--- config.mk ---
export PLATFORM = sky130hd
export DESIGN_NAME = uart_rx
export DESIGN_NICKNAME = d
export VERILOG_FILES = /design/src/rtl/uart_pkg.sv /design/src/rtl/sync2.sv /design/src/rtl/uart_rx.sv
export SDC_FILE = /design/constraint.sdc
export NUM_CORES = 1
export LEC_CHECK = 0
export ABC_AREA = 1
export BUFFER_PORTS_ARGS = -buffer_cell sky130_fd_sc_hd__clkbuf_2
export CORE_MARGIN = 3
export CORE_UTILIZATION = 57
export CTS_CLUSTER_SIZE = 8
export DETAILED_ROUTE_END_ITERATION = 10
export PLACE_DENSITY = 0.77
export SETUP_SLACK_MARGIN = 0.15
export SKIP_CTS_REPAIR_TIMING = 1
export SLEW_MARGIN = 20
export SYNTH_ARGS = -nofsm -noshare
export SYNTH_HDL_FRONTEND = slang
export SYNTH_SLANG_ARGS = --single-unit
--- constraint.sdc ---
create_clock -name clk -period 2.7 [get_ports clk]
set_input_delay 0.27 -clock clk [delete_from_list [all_inputs] [get_ports clk]]
set_output_delay 0.27 -clock clk [all_outputs]
set_load 0.02 [all_outputs]
--- src/rtl/uart_pkg.sv ---
// uart_pkg: shared definitions for the UART receiver and transmitter.
//   rx_state_t - receiver FSM states
//   calc_div   - clocks per bit for a given clock frequency and line rate
//   calc_half  - clocks per half bit (mid-bit sample offset for the start bit)
package uart_pkg;

    typedef enum logic [2:0] {
        IDLE,
        START,
        DATA,
        STOP,
        BREAK
    } rx_state_t;

    function automatic int calc_div(input int clk_freq, input int baud);
        return clk_freq / baud;
    endfunction

    function automatic int calc_half(input int clk_freq, input int baud);
        return calc_div(clk_freq, baud) / 2;
    endfunction

endpackage

--- src/rtl/sync2.sv ---
// sync2: two-flop synchroniser for asynchronous input pins.
//   clk    in  system clock
//   rst_n  in  asynchronous active-low reset; both flops load PRESET
//   d      in  asynchronous input
//   q      out synchronised output (two clocks of latency)
module sync2 #(
    parameter logic PRESET = 1'b1
) (
    input  logic clk,
    input  logic rst_n,
    input  logic d,
    output logic q
);

    logic s1_q, s1_d;
    logic s2_q, s2_d;

    always_comb begin
        s1_d = d;
        s2_d = s1_q;
    end

    always_ff @(posedge clk or negedge rst_n) begin
        if (!rst_n) begin
            s1_q <= PRESET;
            s2_q <= PRESET;
        end else begin
            s1_q <= s1_d;
            s2_q <= s2_d;
        end
    end

    assign q = s2_q;

endmodule

--- src/rtl/uart_rx.sv ---
// uart_rx: 8N1 UART receiver, LSB first, for the memory-mapped UART registers.
//   clk        in   system clock
//   rst_n      in   asynchronous active-low reset
//   RX         in   serial line (asynchronous, idle high)
//   clr_rdy    in   core has read rx_data; clears rdy and overrun
//   rx_data    out  last good byte received
//   rdy        out  rx_data holds an unread byte
//   frame_err  out  one-cycle pulse when the stop bit is sampled low
//   overrun    out  sticky: a good byte completed while rdy was already set
//   busy       out  frame in progress
module uart_rx
    import uart_pkg::*;
#(
    parameter int CLK_FREQ = 50_000_000,
    parameter int BAUD     = 115200
) (
    input  logic       clk,
    input  logic       rst_n,
    input  logic       RX,
    input  logic       clr_rdy,
    output logic [7:0] rx_data,
    output logic       rdy,
    output logic       frame_err,
    output logic       overrun,
    output logic       busy
);

    localparam int BAUD_DIV = calc_div(CLK_FREQ, BAUD);
    localparam int HALF_DIV = calc_half(CLK_FREQ, BAUD);
    localparam int CNT_W    = $clog2(BAUD_DIV);

    localparam logic [CNT_W-1:0] CNT_FULL = CNT_W'(BAUD_DIV - 1);
    localparam logic [CNT_W-1:0] CNT_HALF = CNT_W'(HALF_DIV - 1);
    localparam logic [CNT_W-1:0] CNT_ONE  = CNT_W'(1);

    logic rx_s;

    sync2 #(.PRESET(1'b1)) u_rx_sync (
        .clk   (clk),
        .rst_n (rst_n),
        .d     (RX),
        .q     (rx_s)
    );

    rx_state_t        state_q, state_d;
    logic [CNT_W-1:0] cnt_q, cnt_d;
    logic [2:0]       idx_q, idx_d;
    logic [7:0]       shift_q, shift_d;
    logic [7:0]       rx_data_q, rx_data_d;
    logic             rdy_q, rdy_d;
    logic             frame_err_q, frame_err_d;
    logic             overrun_q, overrun_d;
    logic             good_byte;

    always_comb begin
        state_d     = state_q;
        cnt_d       = cnt_q;
        idx_d       = idx_q;
        shift_d     = shift_q;
        frame_err_d = 1'b0;
        good_byte   = 1'b0;

        case (state_q)
            IDLE: begin
                cnt_d = '0;
                if (!rx_s) state_d = START;
            end
            // Re-check the line at mid start bit so short glitches are dropped.
            START: begin
                if (cnt_q == CNT_HALF) begin
                    cnt_d = '0;
                    if (!rx_s) begin
                        state_d = DATA;
                        idx_d   = 3'd0;
                    end else begin
                        state_d = IDLE;
                    end
                end else begin
                    cnt_d = cnt_q + CNT_ONE;
                end
            end
            // Counter was cleared mid start bit, so a full bit later lands mid data bit.
            DATA: begin
                if (cnt_q == CNT_FULL) begin
                    cnt_d          = '0;
                    shift_d[idx_q] = rx_s;
                    if (idx_q == 3'd7) state_d = STOP;
                    else               idx_d   = idx_q + 3'd1;
                end else begin
                    cnt_d = cnt_q + CNT_ONE;
                end
            end
            // Leave at mid stop bit: the next start edge may follow immediately.
            STOP: begin
                if (cnt_q == CNT_FULL) begin
                    cnt_d = '0;
                    if (rx_s) begin
                        good_byte = 1'b1;
                        state_d   = IDLE;
                    end else begin
                        frame_err_d = 1'b1;
                        state_d     = BREAK;
                    end
                end else begin
                    cnt_d = cnt_q + CNT_ONE;
                end
            end
            // A held-low line must go high before another start is accepted.
            BREAK: begin
                cnt_d = '0;
                if (rx_s) state_d = IDLE;
            end
            default: begin
                cnt_d   = '0;
                state_d = IDLE;
            end
        endcase
    end

    // Completion takes priority over a same-cycle clear; that clear then
    // counts as having read the previous byte, so no overrun is raised.
    always_comb begin
        rx_data_d = rx_data_q;
        rdy_d     = rdy_q;
        overrun_d = overrun_q;
        if (good_byte) begin
            rx_data_d = shift_q;
            rdy_d     = 1'b1;
            overrun_d = overrun_q | (rdy_q & ~clr_rdy);
        end else if (clr_rdy) begin
            rdy_d     = 1'b0;
            overrun_d = 1'b0;
        end
    end

    always_ff @(posedge clk or negedge rst_n) begin
        if (!rst_n) begin
            state_q     <= IDLE;
            cnt_q       <= '0;
            idx_q       <= 3'd0;
            shift_q     <= 8'h00;
            rx_data_q   <= 8'h00;
            rdy_q       <= 1'b0;
            frame_err_q <= 1'b0;
            overrun_q   <= 1'b0;
        end else begin
            state_q     <= state_d;
            cnt_q       <= cnt_d;
            idx_q       <= idx_d;
            shift_q     <= shift_d;
            rx_data_q   <= rx_data_d;
            rdy_q       <= rdy_d;
            frame_err_q <= frame_err_d;
            overrun_q   <= overrun_d;
        end
    end

    assign rx_data   = rx_data_q;
    assign rdy       = rdy_q;
    assign frame_err = frame_err_q;
    assign overrun   = overrun_q;
    assign busy      = (state_q != IDLE);

endmodule
# Word-level counts from Yosys, hierarchy flattened
# Cells that the tools add are included.
# W data, S select, Z words.
word_totals:
  reg_bits: 36
  in_bits: 4
  output_inout_bits: 12
  word_cells: 70
classes:
  n_addsub: 2
  n_lt_le_gt_ge: 2
  n_eq_ne: 15
  muxes: 29
  bitwise: 3
  n_reduce_logical: 9
op_table:
  columns: ["operator", "count"]
  rows:
  - ["$mux W3", 11]
  - ["$mux W9", 2]
  - ["$pmux W9 S2", 1]
  - ["$pmux W3 S5", 1]
  - ["$ne A2 B2 Y1 const B", 7]
  - ["$mux W1", 10]
  - ["$add A9 B1 Y9 const B", 1]
  - ["$eq A9 B8 Y1 const B", 1]
  - ["$eq A9 B9 Y1 const B", 1]
  - ["$bwmux W8", 1]
  - ["$eq A3 B2 Y1 const B", 2]
  - ["$eq A3 B3 Y1 const B", 2]
  - ["$pmux W3 S2", 1]
  - ["$reduce_and A6 Y1", 1]
  - ["$reduce_and A5 Y1", 1]
  - ["$lt A3 B4 Y1 const B", 1]
  - ["$reduce_bool A2 Y1", 2]
  - ["$add A3 B1 Y3 const B", 1]
  - ["$demux W1 S3", 1]
  - ["$eq A3 B1 Y1 const B", 1]
  - ["$ge A3 B1 Y1 const B", 1]
  - ["$logic_not A3 Y1", 1]
  - ["$reduce_bool A3 Y1", 1]
  - ["$mux W2", 1]
  - ["other kinds (7)", 7]

# Longest topological paths before layout
# Gate-level depths: netlist of run 1.
logic_depth:
  word_depth: 5
  mapped_depth: 10
  mapped_depth_nobuf: 10

# Cells and area by module
# From an unflattened synthesis of run 1, not the netlist that was laid out.
hier_totals:
  cells_unflattened: 213
  hier_area_um2: 1791.7
modules_own_cells:
  columns: ["module", "n_inst", "cells_per_inst", "area_each_um2", "seq_area_each_um2"]
  rows:
  - ["uart_rx", 1, 211, 1739.2, 850.8]
  - ["sync2", 1, 2, 52.6, 52.6]

# Least setup slack after synthesis of run 1
# Ideal clock, no wire load.
synth_timing:
  path_type: "reg-to-reg"
  start: "register cnt_q[1]"
  end: "register overrun_q, in the netlist overrun"
  setup_time_ns: 0.074
  arrival_ns: 1.325
  required_time_ns: 2.626
  setup_slack_ns: 1.301
  stages_incl_launch_ff: 10
  n_path_buf: 1
  period_less_slack_ns: 1.399
  path_cell_list: "dfrtp_1 > inv_1 > ha_1 > nand2_1 > nor2_1 > nand2_2 > inv_4 > nand3_4 > buf_6 > a21oi_4"
synth_via:
  elab_chain_len: 4
  elab_cells_between_ends: 5
  cone_classes: "eq/ne: 1; mux: 3; reduce/logical: 1"
synth_lines:
  columns: ["element", "line_no", "text"]
  rows:
  - ["from (decl)", "uart_rx.sv:46", "logic [CNT_W-1:0] cnt_q, cnt_d;"]
  - ["from (signal assigned)", "uart_rx.sv:148", "cnt_q <= cnt_d;"]
  - ["$eq A9 B9 Y1 (*)", "uart_rx.sv:95", "if (cnt_q == CNT_FULL) begin"]
  - ["$mux W1 (*)", "uart_rx.sv:95", null]
  - ["$mux W1 (*)", "uart_rx.sv:63", "case (state_q)"]
  - ["$mux W1 or $reduce_bool A2 Y1 (tied branches)", null, null]
  - ["to (signal assigned)", "uart_rx.sv:154", "overrun_q <= overrun_d;"]
  - ["to (decl)", "uart_rx.sv:52", "logic overrun_q, overrun_d;"]
# Mark *: on every way between the ends. The rest lies on a longest branch, timed or not.
# A chain may end at the register's enable or synchronous reset.

# Worst setup path after layout of run 1
layout_timing:
  start: "register cnt_q[1]"
  end: "register rx_data_q[0], in the netlist rx_data[0]"
layout_via:
  elab_chain_len: 3
layout_lines:
  columns: ["element", "line_no", "text"]
  rows:
  - ["$eq A9 B9 Y1", "uart_rx.sv:95", null]
  - ["$mux W1", "uart_rx.sv:95", null]
  - ["$mux W1", "uart_rx.sv:63", null]
  - ["to (signal assigned)", "uart_rx.sv:151", "rx_data_q <= rx_data_d;"]
  - ["to (decl)", "uart_rx.sv:49", "logic [7:0] rx_data_q, rx_data_d;"]
# Every way passes these cells.

==> impl_results.md, run 1 <==
* Status: completed
* Core footprint at 0.002877 mm²
* Slew margin rel. at 44.00%
* Syn avg cell area at 8.170 µm²
* Worst setup SP type: flop
* EDFF count, synth at 0
* Critical Path RT at 2.93 ns
* Clock power frac at 32.7%
* Crit Path Class: flop to flop
* Gr usage total at 17.30%
* Sink Count at 36
* Cells after synthesis at 221
* Synthesized cell area at 0.001805 mm²
* Worst-Skew Late Latency at 0.34 ns
* # rows at 19
* Top post-synthesis cells by area: dfrtp_1 47%, nand2_1 12%, inv_1 7.7%
* ANT nets after route at 0
* Total grt overflow at 0
* Peak supply drop at 277.9 µV
* Max incr delay on CP at 0.41 ns
* DR iter-0 viols at 91
* Routed vias at 1323
* Sw Share at 22.45%
* Max-slew violations at 0
* CTS max path bufs at 2
* Die Wd at 62.28 µm
* WL final at 2875 µm
* H-Tree Depth at 2
* Type of the worst min-delay path: primary input to asynchronous set/reset pin
* WP buf/inv at 2
* Top cells by count, synth: 59 x nand2_1, 37 x inv_1, 34 x dfrtp_1
* Synth unique cells at 23
* Worst setup path start: cnt_q[1]
* Min Clock Period, post-route at 1.590 ns
* Top achievable clock speed at 628.8 MHz
* P&R area growth vs syn at 9.910%
* Antenna Diode Count at 0
* DIE AREA at 0.003879 mm²
* Drt pass-1 iters at 4
* Initial antenna violation count at 0
* PnR worst setup slack at 1.110 ns
* WL/cell at 10.09 µm
* CTS tree: yes
* Synthesized Nets at 230
* Syn. warnings at 0
* Comb power frac at 1.7%
* Net Sw Power at 0.1867 mW
* Worst r2r src: cnt_q[1]
* CTS clk-pin slew, worst paths at 0.11 ns
* CP max stage cell: dfrtp_1
* Asr flop ratio synth at 100.0%
* Largest net degree at the start of global routing at 37
* R2r setup slk at 1.11 ns
* Leading area contributor after synthesis: dfrtp_1
* Clock Skews at 0.01362 ns
* Die height at 62.28 µm
* NumNets Final at 251
* Most frequent cell after synthesis: nand2_1
* Setup TNS at 0 ns
* Number of top-level pins at 16
* First-pass GRT wire length at 5347 µm
* GP Congestion at 0.8611
* Vias/cell at 4.642
* DRC at 0
* CP delay by family, top: simple AND/OR/NAND/NOR gates
* Post-synthesis sequential area ratio at 50.03%
* Crit path DAT at 1.82 ns
* P_leak at 1.075 nW
* Pwr Total at 0.8315 mW
* Top FF cell, synth: dfrtp_1
* Internal power at 0.6448 mW
* Final setup viols at 0
* Slew @ Worst Pin at 0.8400 ns
* Share of cells above drive strength 1 at 17.70%
* Non-Filler Instances at 285
* Period utilization at 58.90%
* Hold Violations, Final at 0
* Top cell type's share of synthesized area at 47.12%
* Max Cap Viol at 0
* Vias in the first global route at 1252
* CTS Buf Count at 5
* Fin area at 0.001984 mm²
* PwrDens at 419.0 mW/mm²
* Port Buffers at 15
* Most Frequent Cell on Critical Path: nand2_1
* Crit-path max FO at 18
* Levels on crit path at 9
* Reg2reg path depth at 9
* Dpl ws at 1.102 ns
* Critical-path cell list: inv_1, ha_1, nand2_1, nor2_1, nand2_2, inv_4, nand3_4, nand2_1, o21ai_2
* CTS root buffer: clkbuf_4
* #FFs+latches synth at 36
* DP Area at 0.001918 mm²
* RSZ-0062 raised after global routing: false
* Initial Util at 62.77%
* Placed wire-length estimate at 2142 µm
* Placed cells at 276
* Share of power burned in registers at 65.6%
* Worst Setup End Kind: flop
[cell usage in the layout (no fill, tap or decap), drive strengths merged]
cell type	n
nand2	61
inv	40
dfrtp	34
nor2	29
o21ai	22
clkbuf	20
nand3	13
ha	5
o21bai	4
xor2	3
a21oi	3
clkinv	3
dfstp	2
xnor2	1
nor3	1
nand3b	1
dlygate4sd3	1
[power by group through the flow]
stage / combinational (mW) / clock [mW] / sequential, mW
detailed placement: 0.0142 / 0 / 0.556
global route: 0.0177 / 0.315 / 0.546
CTS: 0.0143 / 0.285 / 0.545
finish: 0.0144 / 0.272 / 0.545
floorplan: 0.00339 / 0 / 0.554
global placement: 0.0143 / 0 / 0.556
[metal layers]
layer	wire [µm]	part of all wire [%]	global-route usage, %
met3	130	4.5	5.946
met1	1474	51	23.06
met2	1221	42	26.48
met5	0	0	0
met4	48	1.7	5.785
[final cells by class]
class / instances / area [µm²]
Sequential cell: 36 / 903.4
Fill cell: 228 / 892.1
Multi-Input combinational cell: 143 / 734.5
Inverter: 40 / 152.6
Timing Repair Buffer: 16 / 85.08
Tap cell: 42 / 52.55
Clock buffer: 5 / 37.54
Clock inverter: 3 / 18.77
[worst paths after layout]
path | to
worst max register to register | rx_data[0]
min in group clk | rdy
worst min register to register | u_rx_sync.q
max in group asynchronous | idx_q[0]
worst max-delay path | rx_data[0]
worst min-delay path | rx_data[1]
[sequential cells by signal, indices dropped and copies added, names as in the netlist]
signal and flops:
cnt_q 9, rx_data 8, shift_q 8, idx_q 3
state_q 3, frame_err 1, overrun 1, rdy 1
u_rx_sync.q 1, u_rx_sync.s1_q 1
[per-stage QoR]
step | hold slack, ns | utilization [%]
floorplan | -0.02559 | -
global placement | 0.3482 | 66.68
detailed placement | 0.3520 | 66.68
CTS | -0.008813 | 68.64
global route | 0.06394 | 68.99
finish | 0.01660 | 68.99
[cells by family after synthesis]
group	count (synthesis)	synth area share [%]
and+or+nand+nor	105	24.39
adders and majority gates	5	3.465
AOI/OAI and AO/OA	29	10.88
buffers and inverters	42	9.286
DFF	36	50.03
xor gates and xnor gates	4	1.941
(Power assumes the default switching activity.)
==> inputs of run 2 (changes only) <==
clock period = 1.48 ns   (was 2.7 ns; I/O delays follow)
==> run 2 against run 1 <==
Against the previous run:
- critical endpoint is now cnt_q[0]
- critical path depth is 1 lower
- clock skew is 0.0082 ns lower
- the run now ends with setup timing left
- sequential share of layout area is 8.3 points lower
- via count is 17% higher
- highest routed layer unchanged
- first-iteration DRC count is 30% lower
- final cell count is 7.7% higher
- total power is 110% higher
- core utilization is 15 points higher
- global-route usage is 0.63 points higher
- die area stayed put
==> impl_results.md, run 2 (synthesized netlist as in run 1, its figures left out) <==
* First-pass GRT wire length at 5464 µm (was 5347 µm)
* WL final at 3995 µm (was 2875 µm)
* P_leak at 1.204 nW (was 1.075 nW)
* Fin area at 0.002425 mm² (was 0.001984 mm²)
* Largest net degree at the start of global routing at 37 (unchanged)
* Antenna Diode Count at 0 (unchanged)
* Setup TNS at -0.2679 ns (was 0 ns)
* CTS max path bufs at 2 (unchanged)
* Status: finished with violations (was completed)
* Period utilization at 104.2% (was 58.90%)
* Vias/cell at 5.055 (was 4.642)
* CTS tree: yes (unchanged)
* WL/cell at 13.01 µm (was 10.09 µm)
* RSZ-0062 raised after global routing: true (was false)
* # rows at 19 (unchanged)
* Footprint of the multi-input gates at 963.4 µm² (was 734.5 µm²)
* Worst-Skew Late Latency at 0.34 ns (about the same)
* Max-slew violations at 0 (unchanged)
* Max Cap Viol at 0 (unchanged)
* Sink Count at 36 (unchanged)
* Peak supply drop at 786.0 µV (was 277.9 µV)
* CTS root buffer: clkbuf_4 (unchanged)
* Internal power at 1.353 mW (was 0.6448 mW)
* Top achievable clock speed at 648.3 MHz (was 628.8 MHz)
* Crit Path Class: flop to flop (unchanged)
* Hold depth at 4
* Sw Share at 21.90% (was 22.45%)
* Number of top-level pins at 16 (unchanged)
* PwrDens at 714.2 mW/mm² (was 419.0 mW/mm²)
* NumNets Final at 273 (was 251)
* Crit path DAT at 1.82 ns (about the same)
* Hold path startpoint: clr_rdy
* Hold Violations, Final at 0 (unchanged)
* R2R Path End: cnt_q[0] (was rx_data[0])
* GP Congestion at 0.8766 (was 0.8611)
* ANT nets after route at 0 (unchanged)
* R2r setup slk at -0.06 ns (was 1.11 ns)
* Sequential Area at 903.4 µm² (unchanged)
* Pwr Total at 1.732 mW (was 0.8315 mW)
* DIE AREA at 0.003879 mm² (unchanged)
* Gr usage total at 17.92% (was 17.30%)
* Worst r2r src: state_q[2] (was cnt_q[1])
* Failing checks: setup timing
* Reg2reg path depth at 8 (was 9)
* Clock Skews at 0.005469 ns (was 0.01362 ns)
* Final setup viols at 9 (was 0)
* Hold path endpoint: rdy
* Vias in the first global route at 1273 (was 1252)
* Type of the worst min-delay path: primary input to flop (was primary input to asynchronous set/reset pin)
* Slew margin rel. at 71.65% (was 44.00%)
* Crit-path max FO at 4 (was 18)
* CTS Buf Count at 5 (unchanged)
* DR iter-0 viols at 64 (was 91)
* Worst setup SP type: flop (unchanged)
* Die height at 62.28 µm (unchanged)
* Largest Register: cnt_q (unchanged)
* Share of power burned in registers at 57.5% (was 65.6%)
* Critical Path RT at 1.76 ns (was 2.93 ns)
* Comb power frac at 2.3% (was 1.7%)
* Worst Setup End Kind: flop (unchanged)
* Core footprint at 0.002877 mm² (unchanged)
* Net Sw Power at 0.3793 mW (was 0.1867 mW)
* Total grt overflow at 0 (unchanged)
* H-Tree Depth at 2 (unchanged)
* PnR worst setup slack at -0.06252 ns (was 1.110 ns)
* Most common cell after layout, fill and taps aside: nand2_1 (unchanged)
* WHS at 0.06810 ns (was 0.01660 ns)
* DP Area at 0.002018 mm² (was 0.001918 mm²)
* Die Wd at 62.28 µm (unchanged)
* Port Buffers at 15 (unchanged)
* Clock power frac at 40.2% (was 32.7%)
* CTS clk-pin slew, worst paths at 0.11 ns (about the same)
* Slew @ Worst Pin at 0.4252 ns (was 0.8400 ns)
* DRC at 0 (unchanged)
* Initial Util at 62.77% (unchanged)
* Placed wire-length estimate at 2274 µm (was 2142 µm)
* Max reg flops at 9 (unchanged)
* Util after Layout at 84.30% (was 68.99%)
* Routed vias at 1552 (was 1323)
* Fill cells at 158 (was 228)
* P&R area growth vs syn at 34.30% (was 9.910%)
* Min Clock Period, post-route at 1.543 ns (was 1.590 ns)
* Drt pass-1 iters at 4 (unchanged)
* Share of cells above drive strength 1 at 35.85% (was 17.70%)
* Commonest non-fill, non-tap cells in the layout: 46 x nand2_1, 36 x inv_1, 34 x dfrtp_1, 21 x nor2_1 (was 59 x nand2_1, 37 x inv_1, 34 x dfrtp_1, 26 x nor2_1, 15 x clkbuf_2)
* Initial antenna violation count at 0 (unchanged)
run 2: cell count changes in the layout (fill, tap and decap cells not counted), sizes merged:
cell	before	now
buf	0	18
nand3	13	16
clkinv	3	1
clkinvlp	0	2
bufinv	0	1
clkbuf	20	19
dlygate4sd3	1	2
run 2: worst max-delay path, cell delays in order (launching register included):
cell and delay [ns]:
dfrtp_1 0.42, inv_1 0.09, buf_4 0.12, nand3_1 0.14, inv_1 0.16, nand2_4 0.11, o21ai_4 0.11, clkinvlp_4 0.17
nor2_1 0.14
run 2: how the worst max path moves through the flow:
stage | startpoint | to | cells after the start
final | state_q[2] | cnt_q[0] | 8
after global routing | cnt_q[0] | cnt_q[0] | 9
after CTS | cnt_q[0] | rx_data[4] | 8
after detailed placement | cnt_q[0] | rx_data[4] | 8
after global placement | cnt_q[0] | rx_data[1] | 8
after floorplan | idx_q[1] | idx_q[0] | 7
run 2: metrics by stage:
step,instances,worst slack (ns)
CTS,295,-0.04136
detailed placement,287,-0.02258
floorplan,221,0.1250
global route,307,-0.1851
global placement,287,0.01867
finish,307,-0.06252
run 2: power by group through the flow:
| stage | registers, mW | clock network (mW) | logic, mW |
|---|---|---|---|
| after floorplan | 1.01 | 0 | 0.00664 |
| after global placement | 1.01 | 0 | 0.0337 |
| after detailed placement | 1.01 | 0 | 0.0338 |
| after CTS | 0.992 | 0.707 | 0.0339 |
| after global routing | 0.997 | 0.769 | 0.0455 |
| final | 0.996 | 0.697 | 0.0392 |
run 2: final cells by class:
| cell class | count | share of cell area (%) |
|---|---|---|
| multi-input cells | 146 | 39.73 |
| flip-flops and latches | 36 | 37.25 |
| repair buffers | 34 | 10.63 |
| inverters | 40 | 6.605 |
| well taps | 42 | 2.167 |
| clock inverters | 3 | 1.754 |
| clock buffers | 5 | 1.548 |
| repair inverters | 1 | 0.3096 |
run 2: metal layers:
metal | global-route usage, % | vias to the layer above | part of all wire (%)
li1 | - | 776 | -
met1 | 24.38 | 730 | 45
met2 | 27.15 | 36 | 48
met3 | 3.784 | 10 | 4.6
met4 | 9.091 | 0 | 2.8
met5 | 0 | - | 0
